[src/rtl/button_event_decoder.sv]
// -----------------------------------------------------------------------------
// button_event_decoder
//   Turns debounced, active-high button levels into single-cycle event pulses.
//   Each channel runs its own IDLE/HELD/LONG FSM with a hold counter. The
//   channel emits Press on the first pressed sample and Release on the first
//   released sample. It emits Long once the hold reaches LONG_CYCLES, and
//   Repeat every REPEAT_CYCLES after that.
//
// Ports
//   Clk      system clock, rising edge
//   Reset    synchronous, active-high; returns every channel to IDLE
//   Input    [CHANNELS] debounced button levels, 1 = pressed
//   Press    [CHANNELS] 1-cycle pulse on press
//   Release  [CHANNELS] 1-cycle pulse on release
//   Long     [CHANNELS] 1-cycle pulse when the hold reaches LONG_CYCLES
//   Repeat   [CHANNELS] 1-cycle pulse every REPEAT_CYCLES after Long
//   Held     [CHANNELS] level, 1 while the channel is not IDLE
// -----------------------------------------------------------------------------
module button_event_decoder #(
  parameter int unsigned CHANNELS      = 4,
  parameter int unsigned LONG_CYCLES   = 50000000,
  parameter int unsigned REPEAT_CYCLES = 10000000
) (
  input  logic                Clk,
  input  logic                Reset,
  input  logic [CHANNELS-1:0] Input,
  output logic [CHANNELS-1:0] Press,
  output logic [CHANNELS-1:0] Release,
  output logic [CHANNELS-1:0] Long,
  output logic [CHANNELS-1:0] Repeat,
  output logic [CHANNELS-1:0] Held
);

  localparam int unsigned MAX_CYCLES  = (LONG_CYCLES > REPEAT_CYCLES) ? LONG_CYCLES : REPEAT_CYCLES;
  localparam int unsigned CNT_W       = (MAX_CYCLES > 1) ? $clog2(MAX_CYCLES) : 1;
  localparam logic [CNT_W-1:0] LONG_LAST   = CNT_W'(LONG_CYCLES - 1);
  localparam logic [CNT_W-1:0] REPEAT_LAST = CNT_W'(REPEAT_CYCLES - 1);

  typedef enum logic [1:0] {
    ST_IDLE = 2'd0,
    ST_HELD = 2'd1,
    ST_LONG = 2'd2
  } state_e;

  for (genvar g = 0; g < CHANNELS; g++) begin : g_ch
    state_e           state_q, state_d;
    logic [CNT_W-1:0] cnt_q, cnt_d;
    logic             press_q, press_d;
    logic             release_q, release_d;
    logic             long_q, long_d;
    logic             repeat_q, repeat_d;
    logic             held_q, held_d;

    // Next-state and pulse decode; release wins over any threshold hit
    always_comb begin
      state_d   = state_q;
      cnt_d     = cnt_q;
      press_d   = 1'b0;
      release_d = 1'b0;
      long_d    = 1'b0;
      repeat_d  = 1'b0;
      case (state_q)
        ST_IDLE: begin
          if (Input[g]) begin
            state_d = ST_HELD;
            cnt_d   = '0;
            press_d = 1'b1;
          end
        end
        ST_HELD: begin
          if (!Input[g]) begin
            state_d   = ST_IDLE;
            cnt_d     = '0;
            release_d = 1'b1;
          end else if (cnt_q == LONG_LAST) begin
            state_d = ST_LONG;
            cnt_d   = '0;
            long_d  = 1'b1;
          end else begin
            cnt_d = cnt_q + CNT_W'(1);
          end
        end
        ST_LONG: begin
          if (!Input[g]) begin
            state_d   = ST_IDLE;
            cnt_d     = '0;
            release_d = 1'b1;
          end else if (cnt_q == REPEAT_LAST) begin
            cnt_d    = '0;
            repeat_d = 1'b1;
          end else begin
            cnt_d = cnt_q + CNT_W'(1);
          end
        end
        default: begin
          state_d = ST_IDLE;
          cnt_d   = '0;
        end
      endcase
      held_d = (state_d != ST_IDLE);
    end

    // State, counter and registered outputs
    always_ff @(posedge Clk) begin
      if (Reset) begin
        state_q   <= ST_IDLE;
        cnt_q     <= '0;
        press_q   <= 1'b0;
        release_q <= 1'b0;
        long_q    <= 1'b0;
        repeat_q  <= 1'b0;
        held_q    <= 1'b0;
      end else begin
        state_q   <= state_d;
        cnt_q     <= cnt_d;
        press_q   <= press_d;
        release_q <= release_d;
        long_q    <= long_d;
        repeat_q  <= repeat_d;
        held_q    <= held_d;
      end
    end

    assign Press[g]   = press_q;
    assign Release[g] = release_q;
    assign Long[g]    = long_q;
    assign Repeat[g]  = repeat_q;
    assign Held[g]    = held_q;
  end

endmodule

[config.mk]
export PLATFORM = sky130hd
export DESIGN_NAME = button_event_decoder
export DESIGN_NICKNAME = d
export VERILOG_FILES = /design/src/rtl/button_event_decoder.sv
export SDC_FILE = /design/constraint.sdc
export NUM_CORES = 1
export LEC_CHECK = 0
export BUFFER_PORTS_ARGS = -buffer_cell sky130_fd_sc_hd__buf_2
export CAP_MARGIN = 20
export CELL_PAD_IN_SITES_DETAIL_PLACEMENT = 1
export CELL_PAD_IN_SITES_GLOBAL_PLACEMENT = 1
export CORE_MARGIN = 2
export CORE_UTILIZATION = 47
export CTS_CLUSTER_DIAMETER = 100
export CTS_CLUSTER_SIZE = 8
export DETAILED_ROUTE_END_ITERATION = 7
export PLACE_DENSITY_LB_ADDON = 0.15
export SLEW_MARGIN = 15
export SYNTH_ARGS = -nofsm -noshare
export SYNTH_HDL_FRONTEND = slang
export SYNTH_SLANG_ARGS = --single-unit
[constraint.sdc]
create_clock -name Clk -period 3 [get_ports Clk]
set_input_delay 0.3 -clock Clk [delete_from_list [all_inputs] [get_ports Clk]]
set_output_delay 0.3 -clock Clk [all_outputs]
set_load 0.02 [all_outputs]
# Word level (Yosys, flattened, before mapping)
# Cells that the tools add are included.
[classes] n_addsub=4 eq_ne=20 mux=60 bitwise=20 n_reduce_logical=28
[op_table] cell="two-way mux 26 bit" n=20
[op_table] cell="one-hot mux 26 bit (3 select lines)" n=4
[op_table] cell="adder 26 x 1 -> 26 bit, second input constant" n=4
[op_table] cell="== test 26 x 24 -> 1 bit, second input constant" n=4
[op_table] cell="== test 26 bit, second input constant" n=4
[op_table] cell="two-way mux 2 bit" n=16
[op_table] cell="one-hot mux 2 bit (3 select lines)" n=4
[op_table] cell="OR reduction 2 bit" n=12
[op_table] cell="OR reduction 3 bit" n=8
[op_table] cell="NOT 1 bit" n=20
[op_table] cell="two-way mux 1 bit" n=16
[op_table] cell="== test 2 x 1 -> 1 bit, second input constant" n=4
[op_table] cell="== test 2 bit, second input constant" n=4
[op_table] cell="zero test 2 bit" n=4
[op_table] cell="!= test 2 bit, second input constant" n=4
[op_table] cell="nonzero test 2 bit" n=4
[word_totals] regBits=132 output_inout_bits=20 word_cells=160

# Depth between registers and ports, before layout
# Gate-level depths: netlist (run 1).
[logic_depth] word_depth=5 mapped_depth=9

# Worst setup path after synthesis (run 1)
# OpenSTA, ideal clock, no wires.
[synth_path] kind="register to register" start="register g_ch[0].cnt_q[0]" end="register g_ch[0].cnt_q[25]" arrival_time_ps=2007 t_required_ps=2886 slack_ps=879 stages_incl_launch_ff=10 n_path_buf=2 period_less_slack_ps=2121 path_cell_list="dfxtp_1 > ha_1 > and3_1 > buf_2 > nand4_2 > o41ai_4 > a21oi_2 > buf_6 > a21o_1 > a21o_1"
[synth_via] elab_chain_len=4 word_cells_on_any_way=8 classes_between="add/sub (1); eq/ne (2); mux (5)"
[synth_rtl] item="start, declared" line="47" source="logic [CNT_W-1:0] cnt_q, cnt_d;"
[synth_rtl] item="start signal, assigned" line="115" source="cnt_q <= cnt_d;"
[synth_rtl] item="adder 26 x 1 -> 26 bit (tied with other cells)" line="80, 92"
[synth_rtl] item="two-way mux 26 bit (on tied branches)" line="88, 75"
[synth_rtl] item="two-way mux 26 bit (on tied branches)" line="84, 71"
[synth_rtl] item="one-hot mux 26 bit (3 select lines) *" line="62" source="case (state_q)"
# Every way passes the cells marked *; elsewhere a longest branch is shown, timed or not.
# A chain may end at the register's enable or synchronous reset.

# Worst setup path in the final report (run 1)
[layout_path] start="register g_ch[1].cnt_q[0]" end="register g_ch[1].cnt_q[18]"
[layout_via] elab_chain_len=4 word_cells_on_any_way=8 classes_between="add/sub (1); eq/ne (2); mux (5)"
[layout_rtl] item="start, declared" line="47"
[layout_rtl] item="start signal, assigned" line="115"
[layout_rtl] item="adder 26 x 1 -> 26 bit (tied with other cells)" line="80, 92"
[layout_rtl] item="two-way mux 26 bit (on tied branches)" line="88, 75"
[layout_rtl] item="two-way mux 26 bit (on tied branches)" line="84, 71"
[layout_rtl] item="one-hot mux 26 bit (3 select lines) *" line="62"
# Marks and branches as above.

==> flow_metrics.py, run 1 <==
metrics = {
    "synthesis": {
        "synth.area.mux_share_pct": 0.426,
        "synthFlopType": "dfxtp_1",
        "syn_nets": 884,
        "synth_top_family_by_area": "simple AND/OR/NAND/NOR gates",
        "yosysWarnings": 0,
        "synthSimpleGateAreaFrac_pct": 29.0,
        "synth_area_mm2": 0.00705,
        "synth_fa_ha_area_share_pct": 3.55,
        "syn_area_per_cell_um2": 8.21,
        "syn_inst": 858,
        "synth-edff-count": 0,
        "synth_cell_types": 69,
        "synth-compound-area-share_pct": 21.9,
        "yosysSeqAreaShare_pct": 37.5,
        "synth_xor_area_share_pct": 1.24,
        "synth_top_area_share_pct": 37.5,
        "yosysMostFrequentCell": "dfxtp_1",
        "synth_common_cells": "132 x dfxtp_1, 83 x nand2_1, 59 x a21oi_1",
        "synth_async_sr_flop_share_pct": 0,
        "yosysTopAreaCell": "dfxtp_1",
        "synth_area_leaders": "dfxtp_1 38%, a31oi_1 4.9%, nand2_1 4.4%, a21oi_1 4.2%, nand3_1 4.0%",
        "synth-seq-cells": 132,
    },
    "outcome": {
        "status": "completed",
    },
    "sta": {
        "setup_viol": 0,
        "drv_slew": 0,
        "tightest_slew_ns": 1.07,
        "fmax_mhz": 386,
        "min_period_ns": 2.59,
        "rsz0062_at_grt": "false",
        "fin_skew_ns": 0.0185,
        "relSlewSlack_pct": 28.9,
        "fin_setup_tns_ns": 0,
        "finalHoldViolations": 0,
        "timing.hold.ws_ns": 0.118,
        "fin_crit_sh_pct": 86.4,
    },
    "place": {
        "gp_congestion": 0.825,
        "dp_hpwl_mm": 12.9,
        "io_buffers": 25,
    },
    "die": {
        "die_h_um": 126,
        "core.rowCount": 44,
        "core_mm2": 0.0146,
        "ios": 26,
        "die_w_um": 126,
        "initial_core_util_pct": 48.3,
        "die_area_mm2": 0.0160,
    },
    "power": {
        "power.density_mw_per_mm2": 522,
        "seqPwrFrac_pct": 44.5,
        "ir_drop_mv": 0.487,
        "netSwitchingFraction_pct": 22.8,
        "combPwrFrac_pct": 5.4,
        "clkPwrFrac_pct": 50.1,
        "p_switching_mw": 0.914,
        "leakagePower_nw": 2.79,
        "intPower_mw": 3.10,
    },
    "clock_tree": {
        "cts_resized": 0,
        "cts_tree": "yes",
        "cts_buffers": 17,
        "clock_sinks": 132,
        "clk_pin_slew_worst_paths_ns": 0.06,
        "cts_hold_buf": 0,
        "clockBufferDepth": 2,
        "clk_latency_ns": 0.43,
        "cts_setup_buffers": 0,
        "cts-root-buf": "clkbuf_16",
        "h-tree-depth": 4,
    },
    "grt": {
        "grt_usage_pct": 24.8,
        "grt_pass1_vias": 6723,
        "overflow": 0,
        "grt_antenna_before_repair": 0,
        "grt_pass1_wl_mm": 32.7,
        "grt_start_max_net_pins": 37,
    },
    "min_path": {
        "hp-class": "primary input to flip-flop",
    },
    "route": {
        "drtAntennaViolNets": 0,
        "routed.top_layer": "met4",
        "finalWirelength_mm": 19.2,
        "routedWlPerCell_um": 18.2,
        "drc": 0,
        "avgViaCountPerCell": 6.19,
        "routed-via-count": 6517,
        "wl_met2_mm": 9.63,
        "drt_iter0_markers": 354,
        "first_pass_iters": 5,
        "met1_length_mm": 8.69,
        "wl_met3_um": 551,
    },
    "critical_path": {
        "critPathMaxFanout": 13,
        "cp-start-kind": "flip-flop",
        "crit_path_end_kind": "flip-flop",
        "worst-endpoint-arrival_ns": 2.92,
        "crit_type": "flip-flop to flip-flop",
        "required_ns": 3.32,
    },
    "finish": {
        "syn_to_final_growth_pct": 9.09,
        "regArea_mm2": 0.00264,
        "fin_nets": 881,
        "fill_cells": 1773,
        "multi_input_area_mm2": 0.00396,
        "diodes": 0,
        "drive_gt1_share_pct": 9.45,
    },
    "job": {
        "drv_cap": 0,
    },
}
[path summary, 6_finish.rpt]
path / from / end / slack (ns) / cells past startpoint
worst max-delay path: g_ch[1].cnt_q[0]$_SDFFE_PP0P_ / g_ch[1].cnt_q[18]$_SDFFE_PP0P_ / 0.41 / 7
worst min-delay path: Input[1] / g_ch[1].release_q$_SDFF_PP0_ / 0.12 / 2
worst max register to register: g_ch[1].cnt_q[0]$_SDFFE_PP0P_ / g_ch[1].cnt_q[18]$_SDFFE_PP0P_ / 0.41 / 7
worst min register to register: g_ch[2].cnt_q[4]$_SDFFE_PP0P_ / g_ch[2].cnt_q[4]$_SDFFE_PP0P_ / 0.49 / 2
[sequential cells by signal (all words and copies together) (netlist names)]
register	flops
g_ch.cnt_q	104
g_ch.held_q	4
g_ch.long_q	4
g_ch.press_q	4
g_ch.release_q	4
g_ch.repeat_q	4
g_ch.state_q	8
[worst max-delay path, stage by stage, from the launching register on]
cell and delay [ns]:
dfxtp_1 0.40, ha_1 0.24, and4_1 0.30, nand4_1 0.23
a221oi_4 0.46, or2_1 0.45, o21ai_1 0.14, a22o_1 0.25
[cell type report]
type	instances	area share, %
Multi-Input combinational cell	643	51.5
Sequential cell	132	34.4
Clock buffer	30	7.34
Tap cell	184	2.99
Timing Repair Buffer	31	2.21
Inverter	30	1.46
Clock inverter	2	0.130
[metal layers]
layer | track usage, % | vias to the layer above
met1 | 31.1 | 3244
met4 | 8.73 | 0
met5 | 0 | -
met3 | 4.34 | 22
met2 | 42.9 | 96
li1 | - | 3155
[power groups by stage]
stage | combinational [mW] | clock (mW) | sequential (mW)
6_report | 0.216 | 2.01 | 1.79
2_1_floorplan | 0.169 | 0 | 1.82
5_1_grt | 0.241 | 2.11 | 1.79
4_1_cts | 0.218 | 2.04 | 1.79
3_3_place_gp | 0.205 | 0 | 1.82
3_5_place_dp | 0.214 | 0 | 1.82
[cells in the final DEF, fill, tap and decap left out, types with 8 or more instances in the layout]
| cell type | instances |
|---|---|
| a22o_1 | 8 |
| o21ai_0 | 50 |
| a21o_1 | 19 |
| inv_1 | 30 |
| nor2_1 | 52 |
| and2_1 | 16 |
| nor2b_1 | 8 |
| dfxtp_1 | 132 |
| a21oi_1 | 59 |
| nand3_1 | 56 |
| a31oi_1 | 55 |
| and3_1 | 30 |
| xor2_1 | 9 |
| nand4_1 | 30 |
| nand2b_1 | 8 |
| ha_1 | 20 |
| nor4_1 | 10 |
| nor3_1 | 23 |
| buf_2 | 25 |
| nand2_1 | 83 |
| clkbuf_16 | 17 |
| or3_1 | 18 |
| clkbuf_8 | 9 |
[cells by family after synthesis]
logic type      count (synthesis)
simple gates                  373
xor+xnor                       10
fa+ha+maj                      20
mux                             3
flops                         132
compound gates                237
buf+inv                        83
[metrics by stage]
stage          worst slack, ns  power, mW  cells  utilization, %  instance area, µm²
2_1_floorplan            0.879       1.99    858               -                7050
3_3_place_gp             0.573       2.03   1020            48.8                7110
6_report                 0.407       4.01   1052            52.7                7690
5_1_grt                  0.132       4.14   1052            52.7                7690
3_5_place_dp             0.420       2.04   1020            48.8                7110
4_1_cts                  0.367       4.04   1052            52.7                7690
Power figures use the tool's default switching activity.
==> run 2: changes to the inputs <==
- ABC_AREA: default -> 1
- CORE_UTILIZATION: 47 -> 44
==> run 2 against run 1 <==
  * Worst setup slack gained 0.50 ns
  * Register-to-register slack better by 0.50 ns
  * Cell area grew 23%
  * Final cell count grew 65%
  * Critical path depth is 3 higher
  * Die area grew 31%
  * Combinational power up 32%
  * Largest cell class unchanged
  * Largest power group unchanged
==> flow_metrics.py, run 2 <==
metrics = {
    "route": {
        "avgViaCountPerCell": 5.15,
        "routed.top_layer": "met4",
        "routedWlPerCell_um": 14.5,
        "wl_met3_um": 532,
        "first_pass_iters": 5,
        "met1_length_mm": 12.1,
        "wl_met2_mm": 12.1,
        "drt_iter0_markers": 394,
        "routed-via-count": 8938,
        "drc": 0,
        "finalWirelength_mm": 25.1,
        "drtAntennaViolNets": 0,
    },
    "grt": {
        "grt_pass1_vias": 8877,
        "grt_usage_pct": 25.0,
        "grt_pass1_wl_mm": 42.3,
        "overflow": 0,
        "grt_start_max_net_pins": 50,
        "grt_antenna_before_repair": 0,
    },
    "clock_tree": {
        "clockBufferDepth": 2,
        "cts_buffers": 17,
        "clock_sinks": 132,
        "cts_setup_buffers": 0,
        "cts-root-buf": "clkbuf_16",
        "cts_resized": 0,
        "cts_tree": "yes",
        "cts_hold_buf": 0,
        "clk_latency_ns": 0.43,
        "clk_pin_slew_worst_paths_ns": 0.06,
        "h-tree-depth": 4,
    },
    "finish": {
        "layout.cells.non_filler": 1735,
        "final_cell_mix": "523 x nand2_1, 242 x nor2_1, 132 x dfxtp_1",
        "final_common_cell": "nand2_1",
        "syn_to_final_growth_pct": 8.60,
        "diodes": 0,
        "fin_nets": 1483,
        "regArea_mm2": 0.00264,
        "reg_top3": "g_ch.cnt_q (104), g_ch.state_q (8)",
        "multi_input_area_mm2": 0.00520,
        "drive_gt1_share_pct": 7.41,
        "fill_cells": 2778,
        "largest_register_ffs": 104,
        "top_register": "g_ch.cnt_q",
    },
    "critical_path": {
        "path_cells": "ha_1, nand2_1, inv_1, nand2_1, nor2_1, nand3b_1, nand2_1, nand2_2, nand2_1, a21oi_1",
        "critPathMaxFanout": 26,
        "crit_path_end_kind": "flip-flop",
        "slowest_stage": "dfxtp_1",
        "path_delay_family": "simple AND/OR/NAND/NOR gates",
        "r2r_slack_ns": 0.91,
        "worst-endpoint-arrival_ns": 2.39,
        "required_ns": 3.29,
        "critical_path.max_stage_delay_ns": 0.44,
        "cp-start-kind": "flip-flop",
        "critPathBufInv": 1,
        "crit_type": "flip-flop to flip-flop",
        "crit_path_frequent_cell": "nand2_1",
    },
    "power": {
        "ir_drop_mv": 0.379,
        "power.density_mw_per_mm2": 438,
        "leakagePower_nw": 3.23,
    },
    "sta": {
        "min_period_ns": 2.09,
        "finalHoldViolations": 0,
        "tightest_slew_ns": 0.696,
        "fin_skew_ns": 0.0105,
        "drv_slew": 0,
        "fmax_mhz": 477,
        "fin_setup_tns_ns": 0,
        "fin_crit_sh_pct": 69.8,
        "rsz0062_at_grt": "false",
        "setup_viol": 0,
        "relSlewSlack_pct": 53.6,
    },
    "outcome": {
        "status": "completed",
    },
    "synthesis": {
        "synth_xor_area_share_pct": 2.72,
        "yosysSeqAreaShare_pct": 30.4,
        "synth.area.mux_share_pct": 0,
        "synth-seq-cells": 132,
        "syn_inst": 1460,
        "syn_area_per_cell_um2": 5.95,
        "yosysTopAreaCell": "dfxtp_1",
        "synth_cell_types": 35,
        "yosysWarnings": 0,
        "synth_common_cells": "523 x nand2_1, 243 x nor2_1, 132 x dfxtp_1",
        "yosysMostFrequentCell": "nand2_1",
        "synth_top_family_by_area": "simple AND/OR/NAND/NOR gates",
        "synthFlopType": "dfxtp_1",
        "synthSimpleGateAreaFrac_pct": 45.3,
        "synth-edff-count": 0,
        "synth_top_area_share_pct": 30.4,
        "syn_nets": 1486,
        "synth_area_leaders": "dfxtp_1 30%, nand2_1 23%, nor2_1 11%, a21oi_1 6.8%, inv_1 5.6%",
        "synth_async_sr_flop_share_pct": 0,
        "synth_fa_ha_area_share_pct": 2.88,
        "synth_area_mm2": 0.00868,
        "synth-compound-area-share_pct": 8.86,
    },
    "die": {
        "die_h_um": 144,
        "initial_core_util_pct": 44.8,
        "core_mm2": 0.0194,
        "die_area_mm2": 0.0209,
        "ios": 26,
        "die_w_um": 144,
        "core.rowCount": 51,
    },
    "min_path": {
        "hp-class": "primary input to flip-flop",
    },
    "job": {
        "drv_cap": 0,
    },
    "place": {
        "dp_hpwl_mm": 18.1,
        "gp_congestion": 0.923,
        "io_buffers": 25,
        "place_inst": 1703,
    },
}
==> run 2: cell types whose count changed in the layout (fill, tap and decap cells not counted), sizes merged, moves of 18 or more <==
cell	previous run	this run
a31oi	56	1
and3	30	0
nor2	53	270
nand4	32	11
nand3	56	84
a21oi	62	119
inv	30	132
o21ai	56	26
or3	18	0
a21o	19	0
nand2	83	534
==> run 2: cell type report <==
type | instances | area share (%)
clock inverters | 11 | 1.15
multi-input cells | 1140 | 55.1
inverters | 132 | 5.25
clock buffers | 21 | 4.88
well taps | 265 | 3.52
repair buffers | 34 | 2.07
flip-flops and latches | 132 | 28.0
==> run 2: where the power goes <==
group	internal (mW)	total (mW)	leakage [nW]	switching [mW]
clock	1.25	2.06	0.290	0.808
sequential	1.77	1.78	1.07	0.0100
combinational	0.0633	0.286	1.88	0.222
==> run 2: worst paths after layout <==
| kind | start | to | cells past startpoint |
|---|---|---|---|
| worst max-delay path | g_ch[2].cnt_q[0]$_SDFFE_PP0P_ | g_ch[2].cnt_q[11]$_SDFFE_PP0P_ | 10 |
| worst min-delay path | Input[3] | g_ch[3].release_q$_SDFF_PP0_ | 2 |
| worst max register to register | g_ch[2].cnt_q[0]$_SDFFE_PP0P_ | g_ch[2].cnt_q[11]$_SDFFE_PP0P_ | 10 |
| worst min register to register | g_ch[3].cnt_q[1]$_SDFFE_PP0P_ | g_ch[3].cnt_q[1]$_SDFFE_PP0P_ | 2 |
==> run 2: logic make-up (layout without fill, tap and decap cells) <==
family	Yosys count	in the layout
simple gates	943	943
flops	132	132
compound gates	150	150
xor+xnor	27	27
fa+ha+maj	20	20
buf+inv	188	198
==> run 2: stage by stage <==
step                      utilization [%]  hold slack, ns  setup slack, ns  instance area, µm²  power [mW]
after floorplan                         -           0.378             1.37                8680        2.04
after global placement               45.7           0.471             1.02                8860        2.10
after detailed placement             45.7           0.476            0.961                8860        2.11
after CTS                            48.6          0.0967            0.932                9430        4.18
after global routing                 48.6           0.110            0.732                9430        4.28
final                                48.6           0.106            0.906                9430        4.13
==> run 2: per-layer routing <==
| metal | global-route usage, % | vias up |
|---|---|---|
| met5 | 0 | - |
| met1 | 32.0 | 4265 |
| met4 | 6.85 | 0 |
| met2 | 43.9 | 97 |
| li1 | - | 4547 |
| met3 | 3.84 | 29 |
==> run 2: worst reg2reg max path: cells and delay by family (launching register included) <==
kind	cells	cell delay, ns
flops	1	0.44
fa+ha+maj	1	0.21
buf+inv	1	0.10
compound gates	1	0.08
simple gates	7	1.13
